`src/rtl/ones_frame_acc.sv`:
```
// Frame accumulator for per-word ones counts: sums FRAME_LEN counts into a
// saturating total and hands it to a consumer over a valid/ready handshake.
module ones_frame_acc #(
  parameter int unsigned FRAME_LEN = 8,
  parameter int unsigned SUM_W     = 8,
  parameter int unsigned THRESH    = 60
) (
  input  logic             clk,
  input  logic             rst,
  input  logic             start,
  input  logic [3:0]       cnt_in,
  input  logic             cnt_valid,
  output logic             cnt_ready,
  output logic [SUM_W-1:0] sum_out,
  output logic             sat,
  output logic             over_thresh,
  output logic             sum_valid,
  input  logic             sum_ready,
  output logic             busy
);

  localparam int unsigned CNT_W = $clog2(FRAME_LEN + 1);
  localparam int unsigned ADD_W = SUM_W + 1;
  localparam logic [SUM_W-1:0] SUM_MAX = '1;

  typedef enum logic [1:0] {
    IDLE  = 2'd0,
    ACCUM = 2'd1,
    DONE  = 2'd2
  } state_t;

  state_t           state;
  state_t           state_nxt;
  logic [CNT_W-1:0] words;
  logic             accept;
  logic             last_word;
  logic [ADD_W-1:0] add_full;
  logic [SUM_W-1:0] sum_nxt;

  // One extra adder bit detects overflow; the total clamps at all-ones.
  assign accept    = cnt_valid & cnt_ready;
  assign last_word = (words == CNT_W'(FRAME_LEN - 1));
  assign add_full  = ADD_W'(sum_out) + ADD_W'(cnt_in);
  assign sum_nxt   = add_full[SUM_W] ? SUM_MAX : add_full[SUM_W-1:0];

  // State register
  always_ff @(posedge clk) begin
    if (rst) begin
      state <= IDLE;
    end else begin
      state <= state_nxt;
    end
  end

  // Next-state logic
  always_comb begin
    state_nxt = state;
    case (state)
      IDLE:    if (start) state_nxt = ACCUM;
      ACCUM:   if (accept && last_word) state_nxt = DONE;
      DONE:    if (sum_ready) state_nxt = IDLE;
      default: state_nxt = IDLE;
    endcase
  end

  // Handshake outputs decode state only, never the partner's valid/ready
  always_comb begin
    cnt_ready = 1'b0;
    sum_valid = 1'b0;
    busy      = 1'b1;
    case (state)
      IDLE:    busy      = 1'b0;
      ACCUM:   cnt_ready = 1'b1;
      DONE:    sum_valid = 1'b1;
      default: busy      = 1'b0;
    endcase
  end

  // Frame datapath; results are frozen in DONE because nothing is accepted there
  always_ff @(posedge clk) begin
    if (rst) begin
      sum_out     <= '0;
      sat         <= 1'b0;
      over_thresh <= 1'b0;
      words       <= '0;
    end else if (state == IDLE && start) begin
      sum_out     <= '0;
      sat         <= 1'b0;
      over_thresh <= 1'b0;
      words       <= '0;
    end else if (accept) begin
      sum_out     <= sum_nxt;
      sat         <= sat | add_full[SUM_W];
      over_thresh <= (sum_nxt >= SUM_W'(THRESH));
      words       <= words + CNT_W'(1);
    end
  end

endmodule
```
`config.mk`:
```
export PLATFORM = sky130hd
export DESIGN_NAME = ones_frame_acc
export DESIGN_NICKNAME = d
export VERILOG_FILES = /design/src/rtl/ones_frame_acc.sv
export SDC_FILE = /design/constraint.sdc
export NUM_CORES = 1
export LEC_CHECK = 0
export CAP_MARGIN = 20
export CORE_MARGIN = 8
export CORE_UTILIZATION = 43
export CTS_CLUSTER_SIZE = 10
export DETAILED_ROUTE_END_ITERATION = 8
export PLACE_DENSITY = 0.8
export SYNTH_ARGS = -nofsm -noshare
export SYNTH_HDL_FRONTEND = slang
export SYNTH_SLANG_ARGS = --single-unit
```
`constraint.sdc`:
```
create_clock -name clk -period 2.8 [get_ports clk]
set_clock_uncertainty 0.1 [all_clocks]
set_input_delay 0.84 -clock clk [delete_from_list [all_inputs] [get_ports clk]]
set_output_delay 0.84 -clock clk [all_outputs]
set_load 0.01 [all_outputs]
```
==> results of run 1 <==
## layout make-up
type | instances | area share (%)
inverters | 6 | 1.75
multi-input cells | 86 | 45.8
repair buffers | 31 | 22.0
well taps | 28 | 2.72
flip-flops and latches | 16 | 24.9
clock buffers | 4 | 2.82
## metal layers
| layer | vias to the layer above | GRT usage [%] | wire, microns |
|---|---|---|---|
| li1 | 458 | - | - |
| met3 | 2 | 2.87 | 77 |
| met2 | 18 | 17.9 | 985 |
| met4 | 0 | 5.13 | 27 |
| met1 | 401 | 13.3 | 1070 |
| met5 | - | 0 | 0 |
## critical path, delay by kind of cell
family | cells | cell delay [ns]
AO/OA/AOI/OAI | 3 | 0.53
adder cells (fa/ha/maj) | 1 | 0.30
buffers and inverters | 1 | 0.45
multiplexers | 1 | 0.27
AND/OR/NAND/NOR | 1 | 0.51
## worst min-delay path by stage
| stage | from | endpoint | slack [ns] | cells past startpoint |
|---|---|---|---|---|
| after floorplan | words[1] | words[1] | 0.35 | 2 |
| after global placement | sat | sat | 0.36 | 2 |
| after detailed placement | sat | sat | 0.36 | 2 |
| after CTS | sat | sat | 0.39 | 2 |
| after global routing | sat | sat | 0.41 | 2 |
| final | sat | sat | 0.38 | 2 |
## kinds of logic (layout without fill, tap and decap cells)
group	count (synthesis)	after routing	synth area share (%)
AO/OA/AOI/OAI	18	18	13.0
XOR/XNOR	5	5	4.65
adder cells (fa/ha/maj)	10	10	14.1
buffers and inverters	11	41	5.18
flip-flops	16	16	34.0
multiplexers	1	1	1.59
AND/OR/NAND/NOR	52	52	27.5
## flip-flops by register name, indices dropped and copies added, names as in the netlist
| signal | count |
|---|---|
| words | 4 |
| sum_out | 8 |
| sat | 1 |
| over_thresh | 1 |
| state | 2 |
## per-stage QoR
step           TNS [ns]  worst slack, ns
4_1_cts               0           0.0202
3_3_place_gp      -1.36           -0.426
2_1_floorplan         0           0.0272
3_5_place_dp      -1.56           -0.477
5_1_grt         -0.0143          -0.0143
6_report              0           0.0219
## where the power goes
part | switching [mW] | internal (mW)
Clock | 0.0754 | 0.0793
Sequential | 0.0189 | 0.254
Combinational | 0.193 | 0.183
Total | 0.288 | 0.516
## placed cells by master (no fill, tap or decap), types with 2 or more instances in the layout
master / Yosys / layout
nand2_1: 7 / 7
nor2_1: 19 / 19
o21ai_0: 3 / 2
nand3_1: 3 / 3
ha_1: 9 / 8
clkbuf_4: 0 / 3
xor2_1: 4 / 3
buf_4: 0 / 10
a21oi_1: 7 / 7
dfxtp_1: 16 / 16
clkdlybuf4s50_1: 0 / 20
inv_1: 6 / 6
nor3_1: 13 / 13
## timing repair
action / 4_1_cts / 5_1_grt
pin swaps: 4 / 1
resized for setup: 3 / 2
setup endpoints to repair: 1 / 2
gates cloned: 0 / 0
setup buffers: 1 / 0
==> impl_metrics.ini, run 1 <==
[status]
status = finished clean

[critical_path]
rr_worst_depth = 7
cp_slowest_cell = or4b_4
reg2reg_from = sum_out[0]
cp-startpoint = cnt_in[1]
cp_max_fo = 3
worstSetupStartpointType = input port
cp-end-kind = register
endpoint = over_thresh
path_cells = clkdlybuf4s50_1, ha_1, a21oi_1, o21ai_0, mux2_4, or4b_4, a22oi_2
rrSetupSlack_ns = 0.47
required_ns = 2.93
cp.arrival_ns = 2.91
path_class = input port to register
critPathMaxStageDelay_ns = 0.51
r2r_end = over_thresh

[placement]
hpwl_mm = 1.66
place_congestion = 0.874
place_area_sq_um = 1230
io_buffers = 21
place_inst = 166

[floorplanning]
chipWidth_microns = 62.8
core_area_sq_um = 2150
ioPinCount = 22
initial_core_util_pct = 43.9
placementRows = 17
die-area_sq_um = 3950
dieHeight_microns = 62.8

[synth]
synth_area_per_cell_sq_um = 8.34
synth_seq_cells = 16
synth_top_area_share_pct = 34.0
syn_nets = 132
yosys.cell_count.top_type = nor2_1
yosysTopAreaCell = dfxtp_1
ys_seq_area_share_pct = 34.0
async_reset_ff_share_pct = 0
synth.cell_area_sq_um = 942
yosys.cell_types.count = 33
yosys_warnings = 0
synth_ff_type = dfxtp_1
ys_top_cells_by_area = dfxtp_1 (34%), ha_1 (12%), nor2_1 (7.6%)
synth_common_cells = nor2_1 (19), dfxtp_1 (16), nor3_1 (13)
synth_enable_flop_cells = 0
syn_inst = 113

[grt]
antenna_found_initial = 0
overflow = 0
track_usage_pct = 11.1
grt_max_degree = 15
grt_pass1_vias = 848
grt_pass1_wl_mm = 3.69

[layout]
utilization_pct = 60.0
seqCellArea_sq_um = 320
fillCellCount = 193
final_layout_size_suffix_gt1_share_pct = 16.1
instances_no_fill = 171
postLayoutCellArea_sq_um = 1290
area_growth_pct = 36.8
antenna_cells = 0
multi_input_area_sq_um = 591
layout.nets = 163

[pwr]
vdd_drop_max_uv = 378
leakagePower_nw = 0.494
power.total_mw = 0.803
powerDensity_nw_per_um2 = 623

[clocking]
path_clk_slew_ns = 0.09
cts-buffers-inserted = 3
insertion_delay_ns = 0.29
hold_buffers = 0
cts_tree = built
clockBufferDepth = 2
clock-sinks = 16
h-tree-depth = 1
clockRootBuffer = clkbuf_4

[timing]
tightest_slew_ns = 0.564
fmax_mhz = 360
final-max-slew-violation-count = 0
finalHoldViolCount = 0
hold_slack_ns = 0.384
fin_crit_ns = 2.78
layout_worst_path_cycle_share_pct = 99.2
slew_headroom_pct = 62.4
setup_viol = 0
rsz0062_at_grt = yes

[route]
vias = 879
vias_per_cell = 5.14
drc_errors = 0
drt-initial-drc-count = 30
firstDrtPassIters = 4
wl_per_cell_microns = 12.6
ant_nets = 0
wirelength_mm = 2.16

[min_path]
hp-class = register to register

[run]
drv_cap = 0
(Power assumes the default switching activity.)
==> inputs of run 2 (changes only) <==
--- a/config.mk
+++ b/config.mk
@@ -8,6 +8,7 @@
 export CAP_MARGIN = 20
 export CORE_MARGIN = 8
 export CORE_UTILIZATION = 43
+export CTS_CLUSTER_DIAMETER = 60
 export CTS_CLUSTER_SIZE = 10
 export DETAILED_ROUTE_END_ITERATION = 8
 export PLACE_DENSITY = 0.8
==> results of run 2 <==
The final DEF is identical to that of run 1; final timing and power are the same.
==> inputs of run 3 (changes only) <==
--- a/config.mk
+++ b/config.mk
@@ -6,12 +6,16 @@
 export NUM_CORES = 1
 export LEC_CHECK = 0
 export CAP_MARGIN = 20
+export CELL_PAD_IN_SITES_DETAIL_PLACEMENT = 0
+export CELL_PAD_IN_SITES_GLOBAL_PLACEMENT = 1
+export CORE_ASPECT_RATIO = 2
 export CORE_MARGIN = 8
-export CORE_UTILIZATION = 43
+export CORE_UTILIZATION = 32
 export CTS_CLUSTER_DIAMETER = 60
 export CTS_CLUSTER_SIZE = 10
 export DETAILED_ROUTE_END_ITERATION = 8
-export PLACE_DENSITY = 0.8
+export PLACE_DENSITY = 0.81
+export RECOVER_POWER = 25
 export SYNTH_ARGS = -nofsm -noshare
 export SYNTH_HDL_FRONTEND = slang
 export SYNTH_SLANG_ARGS = --single-unit
==> run 3 against run 2 <==
Sequential share of layout area is 1.1 points lower. Hold slack worse by 0.016 ns. Largest power group unchanged. First-iteration DRC count is 33% lower. Cell area is 4.8% higher. Global-route usage is 0.89 points lower. Combinational power is 5% higher. Wire length is 13% higher. Register-to-register slack hardly changed. Fmax is 0.34% lower.
==> impl_metrics.ini, run 3 (synthesis gave the netlist of run 1 again) <==
[critical_path]
critPathMaxStageDelay_ns = 0.51
cp-end-kind = register
cp.arrival_ns = 2.87
path_cells = clkdlybuf4s50_1, ha_1, a21oi_2, and2_4, mux2_4, or4b_4, a22oi_2
worstSetupStartpointType = input port
path_class = input port to register
cp_slowest_cell = or4b_4
cp_max_fo = 3
required_ns = 2.88

[clocking]
insertion_delay_ns = 0.25
h-tree-depth = 1
clock-sinks = 16
hold_buffers = 0
clockBufferDepth = 2
cts-buffers-inserted = 3
path_clk_slew_ns = 0.07
clockRootBuffer = clkbuf_8
cts_tree = built

[route]
drc_errors = 0
ant_nets = 0
firstDrtPassIters = 4
vias = 939
wirelength_mm = 2.44
wl_per_cell_microns = 13.7
vias_per_cell = 5.28
drt-initial-drc-count = 20

[timing]
finalSetupTns_ns = 0
fin_crit_ns = 2.79
rsz0062_at_grt = yes
final-max-slew-violation-count = 0
hold_slack_ns = 0.368
fmax_mhz = 359
finalHoldViolCount = 0
layout_worst_path_cycle_share_pct = 99.6
tightest_slew_ns = 0.561
slew_headroom_pct = 62.6
setup_viol = 0

[pwr]
leakagePower_nw = 0.529
powerDensity_nw_per_um2 = 646
vdd_drop_max_uv = 329

[layout]
final_common_cell = nor2_1
largestRegisters = sum_out: 8 flops, words: 4 flops, state: 2 flops
antenna_cells = 0
instances_no_fill = 178
layout_common_cells = nor2_1 (19), dfxtp_1 (16), clkdlybuf4s50_1 (15)
area_growth_pct = 43.3
largest_reg_flops = 8
top_register = sum_out
layout.nets = 168
final_layout_size_suffix_gt1_share_pct = 19.6
fillCellCount = 290

[grt]
overflow = 0
grt_pass1_vias = 980
grt_pass1_wl_mm = 4.13
antenna_found_initial = 0
grt_max_degree = 15
track_usage_pct = 10.2

[run]
drv_cap = 0

[floorplanning]
core_area_sq_um = 2870
ioPinCount = 22
placementRows = 28
dieHeight_microns = 92.7
initial_core_util_pct = 32.8
die-area_sq_um = 5040
chipWidth_microns = 54.4

[placement]
io_buffers = 21
hpwl_mm = 1.81
place_inst = 172
place_congestion = 0.766

[status]
status = finished clean

[min_path]
hp-class = register to register
run 3: power by group:
part | internal, mW | switching, mW | total [mW] | leakage [nW]
combinational | 0.194 | 0.201 | 0.395 | 0.371
clock | 0.125 | 0.0807 | 0.205 | 0.0288
sequential | 0.254 | 0.0188 | 0.273 | 0.130
total | 0.573 | 0.300 | 0.873 | 0.529
run 3: through the flow:
step                instance area, sq um  worst slack [ns]  util, %  power [mW]
finish                              1350            0.0124     47.0       0.873
floorplan                            945            0.0272        -       0.499
CTS                                 1340           0.00207     46.6       0.882
detailed placement                  1260            -0.478     44.0       0.662
global placement                    1260            -0.423     44.0       0.658
global route                        1350           -0.0489     47.0       0.933
run 3: layout make-up:
cell class / instances / area, sq um / share of cell area (%)
flip-flops and latches: 16 / 320 / 23.7
multi-input cells: 86 / 597 / 44.2
clock buffers: 4 / 55.1 / 4.08
repair buffers: 36 / 318 / 23.5
inverters: 6 / 22.5 / 1.67
well taps: 30 / 37.5 / 2.78
run 3: critical path, delay by kind of cell:
family / cells / cell delay [ns]
adder cells (fa/ha/maj): 1 / 0.32
AND/OR/NAND/NOR: 2 / 0.69
multiplexers: 1 / 0.29
AO/OA/AOI/OAI: 2 / 0.33
buffers and inverters: 1 / 0.41
run 3: repair_timing:
item                                    4_1_cts  5_1_grt
endpoints found under the setup margin        1        5
cloned                                        0        0
resized for setup                             6        3
buffers inserted                              2        0
pin swaps                                     7        0
run 3: final timing paths:
check / from / to / slack, ns / depth (start not counted)
worst max-delay path: cnt_in[3] / over_thresh / 0.01 / 7
worst min-delay path: sat / sat / 0.37 / 2
worst max register to register: sum_out[0] / over_thresh / 0.48 / 7
worst min register to register: sat / sat / 0.37 / 2
run 3: routing by layer:
| layer | global-route usage [%] | vias to the layer above | part of all wire (%) |
|---|---|---|---|
| met4 | 3.51 | 0 | 1.0 |
| met1 | 12.1 | 448 | 43 |
| li1 | - | 463 | - |
| met5 | 0 | - | 0 |
| met2 | 16.9 | 24 | 49 |
| met3 | 2.09 | 4 | 6.8 |
==> RTL edit 1, RTL diff (config.mk and constraints of run 3) <==
`FRAME_LEN`: 8 -> 4.
--- a/src/rtl/ones_frame_acc.sv
+++ b/src/rtl/ones_frame_acc.sv
@@ -2,5 +2,5 @@
 // saturating total and hands it to a consumer over a valid/ready handshake.
 module ones_frame_acc #(
-  parameter int unsigned FRAME_LEN = 8,
+  parameter int unsigned FRAME_LEN = 4,
   parameter int unsigned SUM_W     = 8,
   parameter int unsigned THRESH    = 60
Check against the original RTL: not equivalent (a bounded check fails within 10 cycles, from zero or initial values and one cycle with rst high).
==> RTL edit 1 against run 3 <==
Wire length grew 1.6%; sequential share of layout area is essentially flat; final area shrank 6.4%; total power shrank 6.0%; synthesized area grew 2.1%; maximum frequency grew 2.5%; worst setup slack gained 0.068 ns; sequential cell count shrank 1; combinational power shrank 4%; largest power group unchanged; highest routed layer unchanged.
==> RTL edit 1: results (changes against run 3) <==
Outcome - finished, final reports clean
DRT iter0 DRCs - 18 (-10%)
List of most frequent post-synthesis cells - 15 x dfxtp_1, 13 x nor2_1, 10 x ha_1, 9 x nor3_1, 8 x inv_1
Largest cells by area after synthesis - dfxtp_1 31%, ha_1 13%, nor2_1 5.1%
Hold endpoint - words[1]
Peak supply drop - 0.368 mV (+12%)
IO buf count - 21 (unchanged)
First-pass GRT wire length - 4330 um (+4.8%)
Seq/Total Area, Yosys - 31.2% (-2.8 points)
Post-route cell area - 0.00126 sq mm (-6.4%)
GRT Total Usage - 11.2% (+1.1 points)
Instance area after placement - 0.00121 sq mm (-3.9%)
Number of CTS-inserted buffers - 3 (unchanged)
Dpl cells - 160 (-7.0%)
Cells after Synth - 109 (-3.5%)
Vias in the first global route - 946 (-3.5%)
Placement Setup Slack - -0.195 ns (+0.283 ns)
GP Congestion - 0.894 (+17%)
FF-to-FF End - sum_out[7]
WL/cell - 15.1 um (+10%)
CP arrival - 2.74 ns (-0.13 ns)
WL final - 2480 um (+1.6%)
Fill cells - 291 (+0.34%)
Post-Synth XOR/XNOR Area - 3.64% (-1.0 points)
Worst hold start - words[1]
Via/cell ratio - 5.56 (+5.4%)
Worst-path clk slew - 0.06 ns
Top flop regs - sum_out (8), words (3), state (2)
Lkg Pwr - 0.514 nW (-3.0%)
Synth Area in Compound Gates - 22.6% (+9.6 points)
Post-synthesis adder-cell area fraction - 15.1% (+1.0 points)
Slew @ Worst Pin - 0.577 ns (+0.0156 ns)
Cells on worst reg2reg path - 6 (-1)
Synth cell types - 40 (+21%)
WHS - 0.360 ns (-0.00791 ns)
Share of cells above drive strength 1 - 10.4% (-9.1 points)
R2R setup slack - 0.78 ns (+0.30 ns)
Mux share of post-synthesis cell area - 2.08% (+0.49 points)
Syn Nets - 129 (-2.3%)
HPWL after detailed placement - 2020 um (+11%)
Largest net degree at the start of global routing - 14 (-1)
RTL edit 1: cell count changes in the layout (fill, tap and decap cells not counted), sizes merged, moves of 3 or more:
cell / change
buf: -10
nor2: -6
a211oi: +3
nand2: -3
xor2: -3
RTL edit 1: how the worst max path moves through the flow:
stage               slack (ns)         end      start  cells past startpoint
floorplan                 0.36  sum_out[7]  cnt_in[0]                      6
global placement         -0.16  sum_out[7]  cnt_in[0]                      7
detailed placement       -0.20  sum_out[7]  cnt_in[0]                      7
CTS                       0.06  sum_out[7]  cnt_in[0]                      7
global route             0.005  sum_out[7]  cnt_in[0]                      7
finish                    0.08  sum_out[7]  cnt_in[0]                      7
RTL edit 1: timing repair:
item / 4_1_cts / 5_1_grt
resized for setup: 0 / 1
buffers inserted: 0 / 0
setup endpoints to repair: 0 / 1
RTL edit 1: kinds of logic (layout without fill, tap and decap cells):
kind of cell / count (synthesis) / count (layout)
and+or+nand+nor: 35 / 35
buffers and inverters: 13 / 38
xor gates and xnor gates: 4 / 4
muxes: 2 / 2
adders and majority gates: 11 / 11
AOI/OAI and AO/OA: 29 / 29
DFF: 15 / 15
RTL edit 1: cell type report:
cell class | instances | area share, %
Multi-Input combinational cell | 81 | 48.0
Inverter | 8 | 2.38
Sequential cell | 15 | 23.8
Timing Repair Buffer | 26 | 19.3
Tap cell | 30 | 2.97
Clock buffer | 4 | 3.56
RTL edit 1: metal layers:
metal / part of all wire, % / up-vias / wire (um) / GRT usage [%]
met4: 3.8 / 0 / 95 / 7.85
met3: 6.3 / 7 / 157 / 2.70
met5: 0 / - / 0 / 0
li1: - / 445 / - / -
met1: 33 / 429 / 816 / 10.3
met2: 57 / 31 / 1410 / 19.8
RTL edit 1: critical path, stage by stage:
cell,delay (ns)
clkdlybuf4s50_1,0.41
ha_1,0.22
fa_1,0.46
a211oi_4,0.30
nor2_1,0.11
nor4b_1,0.32
nor3_1,0.08
RTL edit 1: report_power, final:
part	internal (mW)	switching, mW	total (mW)	leakage, nW
Clock	0.101	0.0764	0.177	0.0228
Combinational	0.175	0.204	0.379	0.369
Sequential	0.242	0.0220	0.264	0.122
==> RTL edit 2, RTL diff (flow settings as in run 3) <==
Without the edit above. Reset style: asynchronous (`rst`), changed in 2 clocked blocks.
--- a/src/rtl/ones_frame_acc.sv
+++ b/src/rtl/ones_frame_acc.sv
@@ -45,5 +45,5 @@
 
   // State register
-  always_ff @(posedge clk) begin
+  always_ff @(posedge clk or posedge rst) begin
     if (rst) begin
       state <= IDLE;
@@ -78,5 +78,5 @@
 
   // Frame datapath; results are frozen in DONE because nothing is accepted there
-  always_ff @(posedge clk) begin
+  always_ff @(posedge clk or posedge rst) begin
     if (rst) begin
       sum_out     <= '0;
Behaviour: differs if rst is asserted again (counterexample within 4 cycles, from zero or initial values and one cycle with rst high); with rst held inactive, the same outputs for 10 cycles.
==> RTL edit 2 against run 3 <==
Total power is 20% higher; wire length is 12% higher; worst setup slack better by 0.088 ns; final area is 1.5% lower; sequential cell count stayed put; synthesized cell count is 0.88% lower; utilization is 4.9 points lower; global-route usage is 0.23 points higher; clock power is 14% lower; synthesized area is 11% higher.
==> RTL edit 2: results (changes against run 3) <==
Peak supply drop - 0.306 mV (-7.2%)
Post-Layout Cell Count - 166 (-6.7%)
Post-Synth XOR/XNOR Area - 4.20% (-0.45 points)
Largest net degree at the start of global routing - 17 (+2)
Seq/Total Area, Yosys - 38.4% (+4.4 points)
Syn Nets - 131 (-0.76%)
Root buffer cell - clkbuf_8
HPWL after detailed placement - 2160 um (+19%)
Worst-path fanout max - 4 (+1)
Outcome - finished, final reports clean
GP Congestion - 0.816 (+6.5%)
Post-synthesis adder-cell area fraction - 12.7% (-1.4 points)
Number of CTS-inserted buffers - 3 (unchanged)
Clock tree buffer depth - 2 (unchanged)
Main synth FF type - dfrtp_1
Via count - 927 (-1.3%)
Dpl cells - 163 (-5.2%)
Lkg Pwr - 0.612 nW (+16%)
WL/cell - 16.4 um (+20%)
Slowest cell on crit path - clkdlybuf4s50_1
Setup violators final - 0 (unchanged)
Pint - 0.624 mW (+8.9%)
Largest cells by area after synthesis - dfrtp_1 38%, ha_1 11%, nor2_1 5.0%
Rel. slew slack - 56.4% (-6.2 points)
ANT cells - 0 (unchanged)
Max incr delay on CP - 0.41 ns (-0.10 ns)
GRT Total Usage - 10.4% (+0.23 points)
Vias in the first global route - 996 (+1.6%)
Total of max-cap violations - 0 (unchanged)
Syn_area_per_cell - 9.31 sq um (+12%)
List of most frequent post-synthesis cells - 16 x dfrtp_1, 14 x nor2_1, 9 x ha_1, 9 x nand2_1
Mux share of post-synthesis cell area - 0% (-1.6 points)
Share of cells above drive strength 1 - 11.1% (-8.5 points)
R2R setup slack - 0.71 ns (+0.23 ns)
Synth Area in Compound Gates - 19.0% (+6.0 points)
IO buf count - 21 (unchanged)
DRT iter0 DRCs - 12 (-40%)
Instance area after placement - 0.00128 sq mm (+1.5%)
Top flop regs - sum_out (8), words (4), state (2)
Initial antenna violation count - 0 (unchanged)
First-pass GRT wire length - 4640 um (+12%)
Top cell family by delay on the critical path - compound AO/OA/AOI/OAI gates
Synth cell types - 39 (+18%)
RTL edit 2: kinds of logic (layout without fill, tap and decap cells):
family | after synthesis | in the layout
flip-flops | 16 | 16
buffers and inverters | 10 | 33
AND/OR/NAND/NOR | 43 | 43
adder cells (fa/ha/maj) | 10 | 10
AO/OA/AOI/OAI | 28 | 28
XOR/XNOR | 5 | 5
RTL edit 2: power by group through the flow:
| stage | Sequential [mW] | Combinational, mW | Clock (mW) |
|---|---|---|---|
| after floorplan | 0.353 | 0.311 | 0 |
| after CTS | 0.348 | 0.528 | 0.178 |
| after global placement | 0.347 | 0.506 | 0 |
| after global routing | 0.358 | 0.589 | 0.190 |
| final | 0.348 | 0.526 | 0.176 |
| after detailed placement | 0.352 | 0.525 | 0 |
RTL edit 2: path summary, 6_finish.rpt:
kind | startpoint | end
max | cnt_in[0] | over_thresh
min reg2reg | sat | sat
min in group asynchronous | rst | sum_out[0]
min | sat | sat
max in group asynchronous | rst | sum_out[6]
max reg2reg | sum_out[0] | over_thresh
RTL edit 2: per-layer routing:
layer  share of wire (%)  vias up  wire length (um)  global-route usage, %
li1                    -      442                 -                      -
met1                  36      457               980                   9.66
met2                  58       21              1580                   19.4
met3                 2.8        7                77                   1.57
met4                 3.3        0                90                   7.08
met5                   0        -                 0                      0
RTL edit 2: per-stage QoR:
step / TNS [ns] / setup slack (ns) / hold WS [ns]
4_1_cts: 0 / 0.0375 / 0.412
5_1_grt: 0 / 0.00308 / 0.457
3_3_place_gp: -1.55 / -0.226 / 0.379
2_1_floorplan: 0 / 0.217 / 0.386
6_report: 0 / 0.101 / 0.414
3_5_place_dp: -1.65 / -0.217 / 0.394
RTL edit 2: repair_timing:
item                                    in CTS  in global routing
resized for setup                            0                  2
endpoints found under the setup margin       0                  6
setup buffers                                0                  0
RTL edit 2: tightest hold or removal path, stage by stage (launching register included):
cell	delay [ns]
dfrtp_1	0.36
a21oi_1	0.05
nor2_1	0.07
RTL edit 2: area by class of cell:
type                    instances  area [sq um]
clock buffers                   3          41.3
flip-flops and latches         16           400
multi-input cells              86           594
repair buffers                 24           233
fillers                       309          1830
inverters                       6          22.5
well taps                      31          38.8
